$ cat config.mk
export PLATFORM = sky130hd
export DESIGN_NAME = clint_axi_initiator
export DESIGN_NICKNAME = d
export VERILOG_FILES = /design/src/rtl/clint_axi_initiator.sv
export SDC_FILE = /design/constraint.sdc
export NUM_CORES = 1
export LEC_CHECK = 0
export CAP_MARGIN = 10
export CORE_AREA = 2 2 226 228
export CTS_CLUSTER_DIAMETER = 120
export DETAILED_ROUTE_END_ITERATION = 10
export DIE_AREA = 0 0 228 230
export MAX_ROUTING_LAYER = met4
export PLACE_DENSITY = 0.57
export SETUP_SLACK_MARGIN = 0.02
export SLEW_MARGIN = 0
export SYNTH_ARGS = -nofsm -noshare
export SYNTH_HDL_FRONTEND = slang
export SYNTH_SLANG_ARGS = --single-unit
export TNS_END_PERCENT = 1
$ cat constraint.sdc
create_clock -name aclk -period 1.8 [get_ports aclk]
set_input_delay 0.27 -clock aclk [delete_from_list [all_inputs] [get_ports aclk]]
set_output_delay 0.27 -clock aclk [all_outputs]
set_load 0.01 [all_outputs]
$ cat src/rtl/clint_axi_initiator.sv
// Single-outstanding AXI4 master that turns a command/response handshake into one-beat 64-bit CLINT accesses.
// Optional response timeout with late-beat drain is enabled by defining CLINT_INIT_TIMEOUT_EN.
module clint_axi_initiator #(
    parameter int AXI_ID_WIDTH   = 6,
    parameter int AXI_ADDR_WIDTH = 64,
    parameter int AXI_DATA_WIDTH = 64,
    parameter int AXI_USER_WIDTH = 1,
    parameter int TIMEOUT_CYCLES = 1024
) (
    input  logic                          aclk,
    input  logic                          aresetn,

    input  logic                          cmd_valid_i,
    output logic                          cmd_ready_o,
    input  logic                          cmd_write_i,
    input  logic [AXI_ADDR_WIDTH-1:0]     cmd_addr_i,
    input  logic [AXI_DATA_WIDTH-1:0]     cmd_wdata_i,
    input  logic [AXI_DATA_WIDTH/8-1:0]   cmd_wstrb_i,
    output logic                          rsp_valid_o,
    input  logic                          rsp_ready_i,
    output logic [AXI_DATA_WIDTH-1:0]     rsp_rdata_o,
    output logic                          rsp_err_o,
    output logic                          timeout_o,

    output logic [AXI_ID_WIDTH-1:0]       m_axi_clint_awid,
    output logic [AXI_ADDR_WIDTH-1:0]     m_axi_clint_awaddr,
    output logic [7:0]                    m_axi_clint_awlen,
    output logic [2:0]                    m_axi_clint_awsize,
    output logic [1:0]                    m_axi_clint_awburst,
    output logic                          m_axi_clint_awlock,
    output logic [3:0]                    m_axi_clint_awcache,
    output logic [2:0]                    m_axi_clint_awprot,
    output logic [3:0]                    m_axi_clint_awqos,
    output logic [3:0]                    m_axi_clint_awregion,
    output logic [AXI_USER_WIDTH-1:0]     m_axi_clint_awuser,
    output logic                          m_axi_clint_awvalid,
    input  logic                          m_axi_clint_awready,

    output logic [AXI_DATA_WIDTH-1:0]     m_axi_clint_wdata,
    output logic [AXI_DATA_WIDTH/8-1:0]   m_axi_clint_wstrb,
    output logic                          m_axi_clint_wlast,
    output logic [AXI_USER_WIDTH-1:0]     m_axi_clint_wuser,
    output logic                          m_axi_clint_wvalid,
    input  logic                          m_axi_clint_wready,

    input  logic [AXI_ID_WIDTH-1:0]       m_axi_clint_bid,
    input  logic [1:0]                    m_axi_clint_bresp,
    input  logic [AXI_USER_WIDTH-1:0]     m_axi_clint_buser,
    input  logic                          m_axi_clint_bvalid,
    output logic                          m_axi_clint_bready,

    output logic [AXI_ID_WIDTH-1:0]       m_axi_clint_arid,
    output logic [AXI_ADDR_WIDTH-1:0]     m_axi_clint_araddr,
    output logic [7:0]                    m_axi_clint_arlen,
    output logic [2:0]                    m_axi_clint_arsize,
    output logic [1:0]                    m_axi_clint_arburst,
    output logic                          m_axi_clint_arlock,
    output logic [3:0]                    m_axi_clint_arcache,
    output logic [2:0]                    m_axi_clint_arprot,
    output logic [3:0]                    m_axi_clint_arqos,
    output logic [3:0]                    m_axi_clint_arregion,
    output logic [AXI_USER_WIDTH-1:0]     m_axi_clint_aruser,
    output logic                          m_axi_clint_arvalid,
    input  logic                          m_axi_clint_arready,

    input  logic [AXI_ID_WIDTH-1:0]       m_axi_clint_rid,
    input  logic [AXI_DATA_WIDTH-1:0]     m_axi_clint_rdata,
    input  logic [1:0]                    m_axi_clint_rresp,
    input  logic                          m_axi_clint_rlast,
    input  logic [AXI_USER_WIDTH-1:0]     m_axi_clint_ruser,
    input  logic                          m_axi_clint_rvalid,
    output logic                          m_axi_clint_rready
);

    localparam logic [15:0] TO_LAST = 16'(TIMEOUT_CYCLES - 1);

    // IDLE accept | WR aw/w pending | WAIT_B | RD ar pending | WAIT_R | RSP hold response | DRAIN swallow late beat
    typedef enum logic [2:0] {
        S_IDLE, S_WR, S_WAIT_B, S_RD, S_WAIT_R, S_RSP, S_DRAIN
    } state_e;

    state_e                        state_q, state_d;
    logic                          cmd_ready_q, cmd_ready_d;
    logic                          awvalid_q, awvalid_d;
    logic                          wvalid_q, wvalid_d;
    logic                          arvalid_q, arvalid_d;
    logic [AXI_ADDR_WIDTH-1:0]     addr_q, addr_d;
    logic [AXI_DATA_WIDTH-1:0]     wdata_q, wdata_d;
    logic [AXI_DATA_WIDTH/8-1:0]   wstrb_q, wstrb_d;
    logic [AXI_DATA_WIDTH-1:0]     rdata_q, rdata_d;
    logic                          err_q, err_d;

    logic                          to_expired;
    logic                          to_hit;
    logic                          late_beat;
    logic                          drain_pend;
    logic                          drain_is_rd;
    logic                          drain_wr, drain_rd;

    assign drain_wr = drain_pend & ~drain_is_rd;
    assign drain_rd = drain_pend & drain_is_rd;

    assign m_axi_clint_awid     = '0;
    assign m_axi_clint_awaddr   = addr_q;
    assign m_axi_clint_awlen    = 8'd0;
    assign m_axi_clint_awsize   = 3'd3;
    assign m_axi_clint_awburst  = 2'b01;
    assign m_axi_clint_awlock   = 1'b0;
    assign m_axi_clint_awcache  = 4'd0;
    assign m_axi_clint_awprot   = 3'd0;
    assign m_axi_clint_awqos    = 4'd0;
    assign m_axi_clint_awregion = 4'd0;
    assign m_axi_clint_awuser   = '0;
    assign m_axi_clint_awvalid  = awvalid_q;

    assign m_axi_clint_wdata    = wdata_q;
    assign m_axi_clint_wstrb    = wstrb_q;
    assign m_axi_clint_wlast    = 1'b1;
    assign m_axi_clint_wuser    = '0;
    assign m_axi_clint_wvalid   = wvalid_q;

    assign m_axi_clint_arid     = '0;
    assign m_axi_clint_araddr   = addr_q;
    assign m_axi_clint_arlen    = 8'd0;
    assign m_axi_clint_arsize   = 3'd3;
    assign m_axi_clint_arburst  = 2'b01;
    assign m_axi_clint_arlock   = 1'b0;
    assign m_axi_clint_arcache  = 4'd0;
    assign m_axi_clint_arprot   = 3'd0;
    assign m_axi_clint_arqos    = 4'd0;
    assign m_axi_clint_arregion = 4'd0;
    assign m_axi_clint_aruser   = '0;
    assign m_axi_clint_arvalid  = arvalid_q;

    assign cmd_ready_o = cmd_ready_q;
    assign rsp_rdata_o = rdata_q;
    assign rsp_err_o   = err_q;

    always_comb begin
        state_d            = state_q;
        awvalid_d          = awvalid_q;
        wvalid_d           = wvalid_q;
        arvalid_d          = arvalid_q;
        addr_d             = addr_q;
        wdata_d            = wdata_q;
        wstrb_d            = wstrb_q;
        rdata_d            = rdata_q;
        err_d              = err_q;
        m_axi_clint_bready = 1'b0;
        m_axi_clint_rready = 1'b0;
        rsp_valid_o        = 1'b0;
        to_hit             = 1'b0;
        late_beat          = 1'b0;

        unique case (state_q)
            S_IDLE: begin
                if (cmd_valid_i && cmd_ready_q) begin
                    addr_d  = {cmd_addr_i[AXI_ADDR_WIDTH-1:3], 3'b000};
                    wdata_d = cmd_wdata_i;
                    wstrb_d = cmd_wstrb_i;
                    if (cmd_write_i) begin
                        awvalid_d = 1'b1;
                        wvalid_d  = 1'b1;
                        state_d   = S_WR;
                    end else begin
                        arvalid_d = 1'b1;
                        state_d   = S_RD;
                    end
                end
            end
            S_WR: begin
                awvalid_d = awvalid_q & ~m_axi_clint_awready;
                wvalid_d  = wvalid_q & ~m_axi_clint_wready;
                if (!awvalid_d && !wvalid_d) state_d = S_WAIT_B;
            end
            S_WAIT_B: begin
                m_axi_clint_bready = 1'b1;
                if (m_axi_clint_bvalid) begin
                    rdata_d = '0;
                    err_d   = (m_axi_clint_bresp != 2'b00);
                    state_d = S_RSP;
                end else if (to_expired) begin
                    to_hit  = 1'b1;
                    rdata_d = '0;
                    err_d   = 1'b1;
                    state_d = S_RSP;
                end
            end
            S_RD: begin
                arvalid_d = ~m_axi_clint_arready;
                if (m_axi_clint_arready) state_d = S_WAIT_R;
            end
            S_WAIT_R: begin
                m_axi_clint_rready = 1'b1;
                if (m_axi_clint_rvalid) begin
                    rdata_d = m_axi_clint_rdata;
                    err_d   = (m_axi_clint_rresp != 2'b00) | ~m_axi_clint_rlast;
                    state_d = S_RSP;
                end else if (to_expired) begin
                    to_hit  = 1'b1;
                    rdata_d = '0;
                    err_d   = 1'b1;
                    state_d = S_RSP;
                end
            end
            S_RSP: begin
                rsp_valid_o        = 1'b1;
                // After a timeout the slave may still answer; swallow it here so DRAIN can be skipped.
                m_axi_clint_bready = drain_wr;
                m_axi_clint_rready = drain_rd;
                late_beat = (drain_wr & m_axi_clint_bvalid) | (drain_rd & m_axi_clint_rvalid);
                if (rsp_ready_i) state_d = (drain_pend && !late_beat) ? S_DRAIN : S_IDLE;
            end
            S_DRAIN: begin
                m_axi_clint_bready = drain_wr;
                m_axi_clint_rready = drain_rd;
                late_beat = (drain_wr & m_axi_clint_bvalid) | (drain_rd & m_axi_clint_rvalid);
                if (late_beat || !drain_pend) state_d = S_IDLE;
            end
            default: state_d = S_IDLE;
        endcase

        cmd_ready_d = (state_d == S_IDLE);
    end

    always_ff @(posedge aclk or negedge aresetn) begin
        if (!aresetn) begin
            state_q     <= S_IDLE;
            cmd_ready_q <= 1'b0;
            awvalid_q   <= 1'b0;
            wvalid_q    <= 1'b0;
            arvalid_q   <= 1'b0;
            addr_q      <= '0;
            wdata_q     <= '0;
            wstrb_q     <= '0;
            rdata_q     <= '0;
            err_q       <= 1'b0;
        end else begin
            state_q     <= state_d;
            cmd_ready_q <= cmd_ready_d;
            awvalid_q   <= awvalid_d;
            wvalid_q    <= wvalid_d;
            arvalid_q   <= arvalid_d;
            addr_q      <= addr_d;
            wdata_q     <= wdata_d;
            wstrb_q     <= wstrb_d;
            rdata_q     <= rdata_d;
            err_q       <= err_d;
        end
    end

`ifdef CLINT_INIT_TIMEOUT_EN
    logic [15:0] cnt_q;
    logic        drain_q;
    logic        drain_rd_q;
    logic        timeout_q;

    assign to_expired  = (cnt_q == TO_LAST);
    assign drain_pend  = drain_q;
    assign drain_is_rd = drain_rd_q;
    assign timeout_o   = timeout_q;

    always_ff @(posedge aclk or negedge aresetn) begin
        if (!aresetn) begin
            cnt_q      <= '0;
            drain_q    <= 1'b0;
            drain_rd_q <= 1'b0;
            timeout_q  <= 1'b0;
        end else begin
            cnt_q <= (state_q == S_WAIT_B || state_q == S_WAIT_R) ? cnt_q + 16'd1 : 16'd0;
            if (to_hit) begin
                timeout_q  <= 1'b1;
                drain_q    <= 1'b1;
                drain_rd_q <= (state_q == S_WAIT_R);
            end else if (late_beat) begin
                drain_q    <= 1'b0;
            end
        end
    end

    logic unused_ok;
    assign unused_ok = ^{m_axi_clint_bid, m_axi_clint_buser, m_axi_clint_rid,
                         m_axi_clint_ruser, cmd_addr_i[2:0]};
`else
    assign to_expired  = 1'b0;
    assign drain_pend  = 1'b0;
    assign drain_is_rd = 1'b0;
    assign timeout_o   = 1'b0;

    logic unused_ok;
    assign unused_ok = ^{m_axi_clint_bid, m_axi_clint_buser, m_axi_clint_rid,
                         m_axi_clint_ruser, cmd_addr_i[2:0], TO_LAST, to_hit, late_beat};
`endif

endmodule

[Word-level counts from Yosys, hierarchy flattened]
Cells that the tools add are included.
Operators by class
  reduce and logical (&&, ||, !) cells: 15
  mux-type cells: 24
  equality and inequality tests: 10
  bitwise operators: 7
Operator list (count)
  64-bit 2-to-1 mux: 2
  64-bit case mux with 2 select lines: 1
  3-bit 2-to-1 mux: 6
  3-bit case mux with 6 select lines: 1
  2-bit != test (second input constant): 5
  2-bit nonzero test: 5
  1-bit 2-to-1 mux: 9
  3-bit AND reduction: 3
  1-bit case mux with 2 select lines: 4
  3-bit by 2-bit == test with 1-bit output (second input constant): 2
  3-bit == test (second input constant): 2
  3-bit zero test: 2
  1-bit NOT: 4
  3-bit by 1-bit == test with 1-bit output (second input constant): 1
  1-bit bitwise AND: 2
  1-bit logical AND: 2
  1-bit zero test: 2
  2-bit 2-to-1 mux: 1
  2-bit AND reduction: 1
  1-bit bitwise OR: 1
Storage, ports and cells
  bits in registers: 205
  input bits: 229
  logic and storage cells: 66

[Longest topological paths before layout]
Gate-level depths: netlist (run 1).
  word-level depth: 7
  depth in mapped cells: 7
  gate-level depth less buffers: 4

[Least setup slack after synthesis (run 1)]
Ideal clock, no wire load.
  kind: flip-flop to flip-flop
  start: register state_q[1]
  end: register addr_q[53], in the netlist m_axi_clint_araddr[53]
  path slack: 0.150 ns
  buffers on the path: 4
  clock period less this slack: 1.650 ns
  data arrival time: 1.523 ns
  required time: 1.673 ns
  stages on the path, launching flop included: 7
  setup time: 0.127 ns
  path through: dfrtp_1 buf_6 nor4_4 buf_4 buf_6 buf_6 mux2_1
Between the ends
  word-level cells in the longest chain between the ends: 2
Ends and longest elaborated chain
  from (decl): RTL line 82  | state_e state_q, state_d;
  from (signal assigned): RTL line 239  | state_q <= state_d;
  3-bit zero test: RTL line 155  | unique case (state_q)
  2-bit AND reduction (no source line)
  to (signal assigned): RTL line 244  | addr_q <= addr_d;
  to (decl): RTL line 87  | logic [AXI_ADDR_WIDTH-1:0] addr_q, addr_d;
No other way between the ends.
A chain may end at the register's enable or synchronous reset.

[Final worst setup path (run 1)]
  start: register state_q[0]
  end: register addr_q[31], in the netlist m_axi_clint_araddr[31]
Same word-level chain as after synthesis.

==> summary.txt, run 1 <==
status -> complete, but fails checks
failing checks -> setup timing
Req. time, crit path -> 2.23 ns
Yosys cell types -> 35
first-pass GRT wire length -> 42200 um
Syn Std Cell Area -> 0.00904 mm^2
endpoint class of the critical path -> flop
share of the synthesized area in the top cell type -> 56.8%
via/cell ratio -> 3.64
io pins -> 576
Total GRT Usage -> 10.6%
fraction of layout cells with a size suffix above 1 -> 19.3%
Hold/Removal Path Class -> input pin to asynchronous set/reset pin
final worst path period share -> 103%
RR Startpoint -> state_q[0]
Final min period -> 1.85 ns
Sw Share -> 32.8%
TritonCTS clock tree -> yes
CTS H-tree lvls -> 1
wire per inst -> 16.0 um
final net count -> 1441
Setup CP Type -> flop to flop
vias -> 6909
CTS Buf Count -> 24
Iteration-0 DRC Markers -> 184
clk root buf -> clkbuf_16
CORE AREA -> 0.0499 mm^2
Initial Utilization -> 18.1%
non-filler cells, final -> 1900
number of sinks on the clock net -> 205
setup ws final -> -0.0478 ns
post-route cell area -> 0.0156 mm^2
Setup crit end -> m_axi_clint_araddr[31]
CP Max Fanout -> 12
CP startpoint -> state_q[0]
Avg Cell Area, Syn -> 12.0 um^2
FFs w/ async S/R, synth -> 100%
WP data arrival -> 2.28 ns
WL final -> 30300 um
Remaining Overflow, GRT -> 0
register area share after synthesis -> 56.8%
Max-Cap Viols -> 0
DR pass1 iterations -> 5
maximum buffer depth of the clock tree -> 3
Area contributors post-synth -> dfrtp_1, buf_4, mux2_2
Hold Vio Cnt, Final -> 0
Yosys warning count -> 0
R2R depth -> 6
Area after DPL -> 0.0141 mm^2
worst skew pair latency -> 0.54 ns
die area -> 0.0524 mm^2
logic gate share of total power -> 48.0%
fill cell count -> 5182
Die X -> 228 um
placed wire-length estimate -> 22100 um
PortBufs -> 477
Top FF cell, synth -> dfrtp_1
flops & latches, synth -> 205
top cells by count, synth -> dfrtp_1, buf_4, nand2_1, mux2_2, o21ai_0
Setup Viol. Count Final -> 75
# diodes -> 0
largest net degree at the start of global routing -> 59
Reg2Reg Setup Slack -> -0.05 ns
Sequential Power Share -> 31.5%
count leader, synth -> dfrtp_1
Int Power -> 17.7 mW
switching power -> 8.68 mW
row cnt -> 82
leakage power -> 7.24 nW
GP Congestion -> 0.805
post-synth top area cell -> dfrtp_1
Power Dens Cells -> 1690 mW/mm^2
highest clock rate -> 0.541 GHz
unrepaired setup endpoints after global routing -> yes
chip height -> 230 um
DRC -> 0
initial antenna violation count -> 1
Clock Pin Slew Worst Setup and Hold Paths -> 0.06 ns
Max Slew Vio Count -> 0
Worst Skew -> 0.0236 ns
post-route ant nets -> 0
CP Launch Type -> flop
vias in the first global route -> 6981
area delta synth->final -> 73.1%
Placed Instances -> 1842
synthesized instance count -> 753
Reg2Reg Capture Point -> m_axi_clint_araddr[31]
Post-synth EDFFs -> 0
clock power share -> 20.4%
Worst VDD drop -> 743 uV
==> logic make-up after synthesis <==
kind of cell	Yosys count	synth area share (%)
AOI/OAI and AO/OA	77	4.64
buffers and inverters	182	14.7
DFF	205	56.8
muxes	134	16.7
other	2	0.0831
and+or+nand+nor	153	7.12
==> registers in the layout (all words and copies together), names as in the netlist <==
| register | cells |
|---|---|
| m_axi_clint_wdata | 64 |
| rsp_rdata_o | 64 |
| m_axi_clint_araddr | 61 |
| m_axi_clint_wstrb | 8 |
| state_q | 3 |
| cmd_ready_o | 1 |
| m_axi_clint_arvalid | 1 |
| m_axi_clint_awvalid | 1 |
| m_axi_clint_wvalid | 1 |
| rsp_err_o | 1 |
==> routing by layer <==
layer	share of wire [%]	global-route usage (%)	up-vias
li1	-	-	3195
met1	41	12.3	3349
met2	48	17.5	330
met3	7.9	3.45	35
met4	2.5	2.80	0
met5	0	-	-
==> power groups by stage <==
stage,Sequential [mW],Combinational [mW],Clock [mW]
global placement,8.35,12.3,0
finish,8.34,12.7,5.40
floorplan,9.20,4.71,0
CTS,8.32,11.6,5.62
detailed placement,8.43,12.4,0
global route,8.67,13.5,5.78
==> placed cells by master (no fill, tap or decap), types with 3 or more instances in the layout <==
master           synthesis  routed
mux2_4                   0      89
buf_12                   0      15
nand2_1                134     134
nand3b_1                 4       4
o21ai_1                  5       5
clkbuf_8                 0       7
dfrtp_2                  0       3
buf_6                    5      10
dlymetal6s2s_1           0      42
conb_1                   2      81
buf_4                  157      25
bufinv_16                0       5
mux2_1                  37       8
dlygate4sd2_1            0     113
mux2_2                  96      36
o21ai_0                 60      60
dfrtp_1                205     202
clkdlybuf4s50_1          0     318
clkbuf_16                0      30
==> worst min path at each step <==
stage                     startpoint                      to  slack (ns)  cells after the start
after floorplan              aresetn             cmd_ready_o       -0.03                      0
after global placement       aresetn   m_axi_clint_wdata[49]        0.17                      1
after detailed placement     aresetn   m_axi_clint_wdata[49]        0.17                      1
after CTS                    aresetn   m_axi_clint_wdata[43]        0.18                      2
after global routing         aresetn  m_axi_clint_araddr[21]        0.21                      2
final                        aresetn   m_axi_clint_wdata[43]        0.22                      2
==> stage by stage <==
step / power (mW) / setup slack, ns / util [%] / TNS, ns / hold slack (ns)
finish: 26.4 / -0.0478 / 31.4 / -1.49 / 0.219
global route: 27.9 / -0.141 / 31.4 / -11.38 / 0.211
floorplan: 13.9 / 0.150 / - / 0 / -0.0256
global placement: 20.7 / -0.315 / 28.3 / -36.39 / 0.171
detailed placement: 20.9 / -0.330 / 28.3 / -37.36 / 0.169
CTS: 25.6 / -0.0589 / 29.8 / -2.01 / 0.183
==> cell type report <==
class,count,area [um^2],share of cell area [%]
clock buffers,32,691,4.41
clock inverters,10,191,1.22
inverters,1,3.75,0.0240
multi-input cells,445,3240,20.7
flip-flops and latches,205,5130,32.8
well taps,672,841,5.37
repair buffers,535,5550,35.5
==> critical path, cell delays in order (launching register included) <==
cell     delay [ns]
dfrtp_2        0.44
buf_6          0.13
nor4_4         0.27
buf_4          0.20
buf_12         0.18
buf_12         0.17
mux2_2         0.34
==> repair_timing <==
item	CTS	global route
setup endpoints to repair	238	207
buffers inserted	3	4
endpoints found under the hold margin	131	0
resized for setup	130	160
hold buffers	1	0
pin swaps	2	2
gates cloned	0	8
Note: power is estimated with default switching activity, not from simulation.
==> run 2, diff against run 1 <==
- clock period: 1.8 -> 2.03 ns (I/O delays scaled with it)
==> run 2 against run 1 <==
  * The run now ends clean
  * Highest routed layer unchanged
  * Cell count down 0.95%
  * Core utilization down 1.5 points
  * Worst hold slack better by 0.095 ns
  * Global-route usage down 0.086 points
  * Flip-flop and latch count unchanged
  * Largest cell class unchanged
  * Clock skew down 0.015 ns
  * Critical path depth down 2
==> summary.txt, run 2 (synthesis results as in run 1) <==
GP Congestion -> 0.800 (-0.66%)
Hold/Removal Path Class -> input pin to flop
wire per inst -> 14.9 um (-6.7%)
CP Launch Type -> flop
Worst VDD drop -> 593 uV (-20%)
initial antenna violation count -> 1 (unchanged)
Max-Cap Viols -> 0 (unchanged)
Area after DPL -> 0.0140 mm^2 (-0.62%)
chip height -> 230 um (unchanged)
fraction of layout cells with a size suffix above 1 -> 15.6% (-3.7 points)
clk root buf -> clkbuf_16
endpoint class of the critical path -> primary output
post-route cell area -> 0.0149 mm^2 (-4.7%)
Multi-input gate area -> 0.00289 mm^2 (-11%)
unrepaired setup endpoints after global routing -> no
Sequential Power Share -> 32.3% (+0.8 points)
non-filler cells, final -> 1882 (-0.95%)
row cnt -> 82 (unchanged)
commonest non-fill, non-tap cell in the layout -> clkdlybuf4s50_1
first-pass GRT wire length -> 42000 um (-0.69%)
WP data arrival -> 1.62 ns (-0.66 ns)
Sw Share -> 32.4% (-0.39 points)
CTS H-tree lvls -> 1 (unchanged)
WL final -> 28000 um (-7.6%)
largest net degree at the start of global routing -> 67 (+14%)
area delta synth->final -> 65.0%
switching power -> 7.38 mW (-15%)
most frequent cells in the layout -> clkdlybuf4s50_1, dfrtp_1, nand2_1
Seq. cell area -> 0.00513 mm^2 (unchanged)
Req. time, crit path -> 1.73 ns (-0.50 ns)
maximum buffer depth of the clock tree -> 3 (unchanged)
highest clock rate -> 0.519 GHz
Die X -> 228 um (unchanged)
status -> finished clean
Setup CP Type -> flop to primary output
Hold Vio Cnt, Final -> 0 (unchanged)
io pins -> 576 (unchanged)
CP Max Fanout -> 8 (-4)
Remaining Overflow, GRT -> 0 (unchanged)
Final min period -> 1.93 ns
post-route ant nets -> 0 (unchanged)
Hold WS -> 0.314 ns (+0.0946 ns)
Setup Viol. Count Final -> 0 (-100%)
via/cell ratio -> 3.58 (-1.6%)
Power Total -> 22.7 mW (-14%)
Total GRT Usage -> 10.5% (-0.086 points)
Initial Utilization -> 18.1% (unchanged)
Iteration-0 DRC Markers -> 128 (-30%)
Clock Pin Slew Worst Setup and Hold Paths -> 0.06 ns (about the same)
DR pass1 iterations -> 4 (-1)
Max Slew Vio Count -> 0 (unchanged)
Worst-Margin Slew -> 0.525 ns
DRC -> 0 (unchanged)
fill cell count -> 5220 (+0.73%)
Placed Instances -> 1832 (-0.54%)
worst skew pair latency -> 0.53 ns (about the same)
Int Power -> 15.4 mW (-13%)
CTS Buf Count -> 25 (+4.2%)
placed wire-length estimate -> 21700 um (-1.5%)
logic gate share of total power -> 47.7% (-0.3 points)
Worst Skew -> 0.00840 ns (-0.0152 ns)
Power Dens Cells -> 1530 mW/mm^2 (-9.7%)
final worst path period share -> 94.9%
die area -> 0.0524 mm^2 (unchanged)
TritonCTS clock tree -> yes
leakage power -> 6.10 nW (-16%)
clock power share -> 20.0% (-0.4 points)
vias -> 6737 (-2.5%)
CORE AREA -> 0.0499 mm^2 (unchanged)
PortBufs -> 477 (unchanged)
number of sinks on the clock net -> 205 (unchanged)
worst rel slew slack -> 65.0%
final net count -> 1420 (-1.5%)
vias in the first global route -> 6962 (-0.27%)
run 2: cell types whose count changed in the layout (fill, tap and decap cells not counted), moves of 29 or more:
cell,change
mux2_1,+29
dlymetal6s2s_1,-42
mux2_2,+60
mux2_4,-89
clkdlybuf4s50_1,+155
dlygate4sd2_1,-112
run 2: timing repair:
item	CTS	global route
endpoints found under the setup margin	3	1
hold buffers	1	0
gates resized for setup	13	0
buffers inserted	2	1
endpoints found under the hold margin	44	0
pin swaps	1	0
run 2: power groups by stage:
stage          Combinational [mW]  Sequential, mW  Clock [mW]
3_5_place_dp                 11.0            7.44           0
6_report                     10.8            7.35        4.55
3_3_place_gp                 10.9            7.36           0
2_1_floorplan                4.18            8.16           0
4_1_cts                      11.1            7.40        4.72
5_1_grt                      11.6            7.64        4.88
run 2: final timing paths:
check / slack [ns] / depth (start not counted) / from / to
setup / recovery: 0.10 / 4 / state_q[2] / m_axi_clint_bready
max in group asynchronous: 0.95 / 3 / aresetn / rsp_rdata_o[27]
min in group asynchronous: 0.34 / 2 / aresetn / m_axi_clint_wdata[25]
setup reg to reg: 0.15 / 5 / state_q[1] / m_axi_clint_wdata[17]
hold / removal: 0.31 / 3 / m_axi_clint_rdata[42] / rsp_rdata_o[42]
hold reg to reg: 0.48 / 2 / rsp_err_o / rsp_err_o
run 2: cell type report:
class / instances / area share (%)
repair buffers: 513 / 34.8
flip-flops and latches: 205 / 34.4
multi-input cells: 445 / 19.4
well taps: 672 / 5.64
clock buffers: 36 / 5.21
clock inverters: 9 / 0.529
inverters: 1 / 0.0252
diodes: 1 / 0.0168
run 2: routing by layer:
layer  global-route usage [%]  vias to the layer above  routed length, um
met5                        -                        -                  0
met4                     2.37                        0                445
met3                     3.29                       30               2550
met2                     17.9                      334              13900
met1                     12.0                     3211              11100
li1                         -                     3162                  -
run 2: critical path: stages (launching register included):
cell             delay (ns)
dfrtp_2                0.44
buf_4                  0.17
nand2b_1               0.16
nor2_1                 0.09
clkdlybuf4s15_2        0.24
run 2: through the flow:
| step | TNS, ns | utilization, % | setup WS [ns] |
|---|---|---|---|
| 6_report | 0 | 29.9 | 0.104 |
| 2_1_floorplan | 0 | - | 0.380 |
| 4_1_cts | 0 | 29.9 | 0.0465 |
| 3_3_place_gp | -0.212 | 28.1 | -0.0167 |
| 3_5_place_dp | -1.67 | 28.1 | -0.0728 |
| 5_1_grt | 0 | 29.9 | 0.0389 |
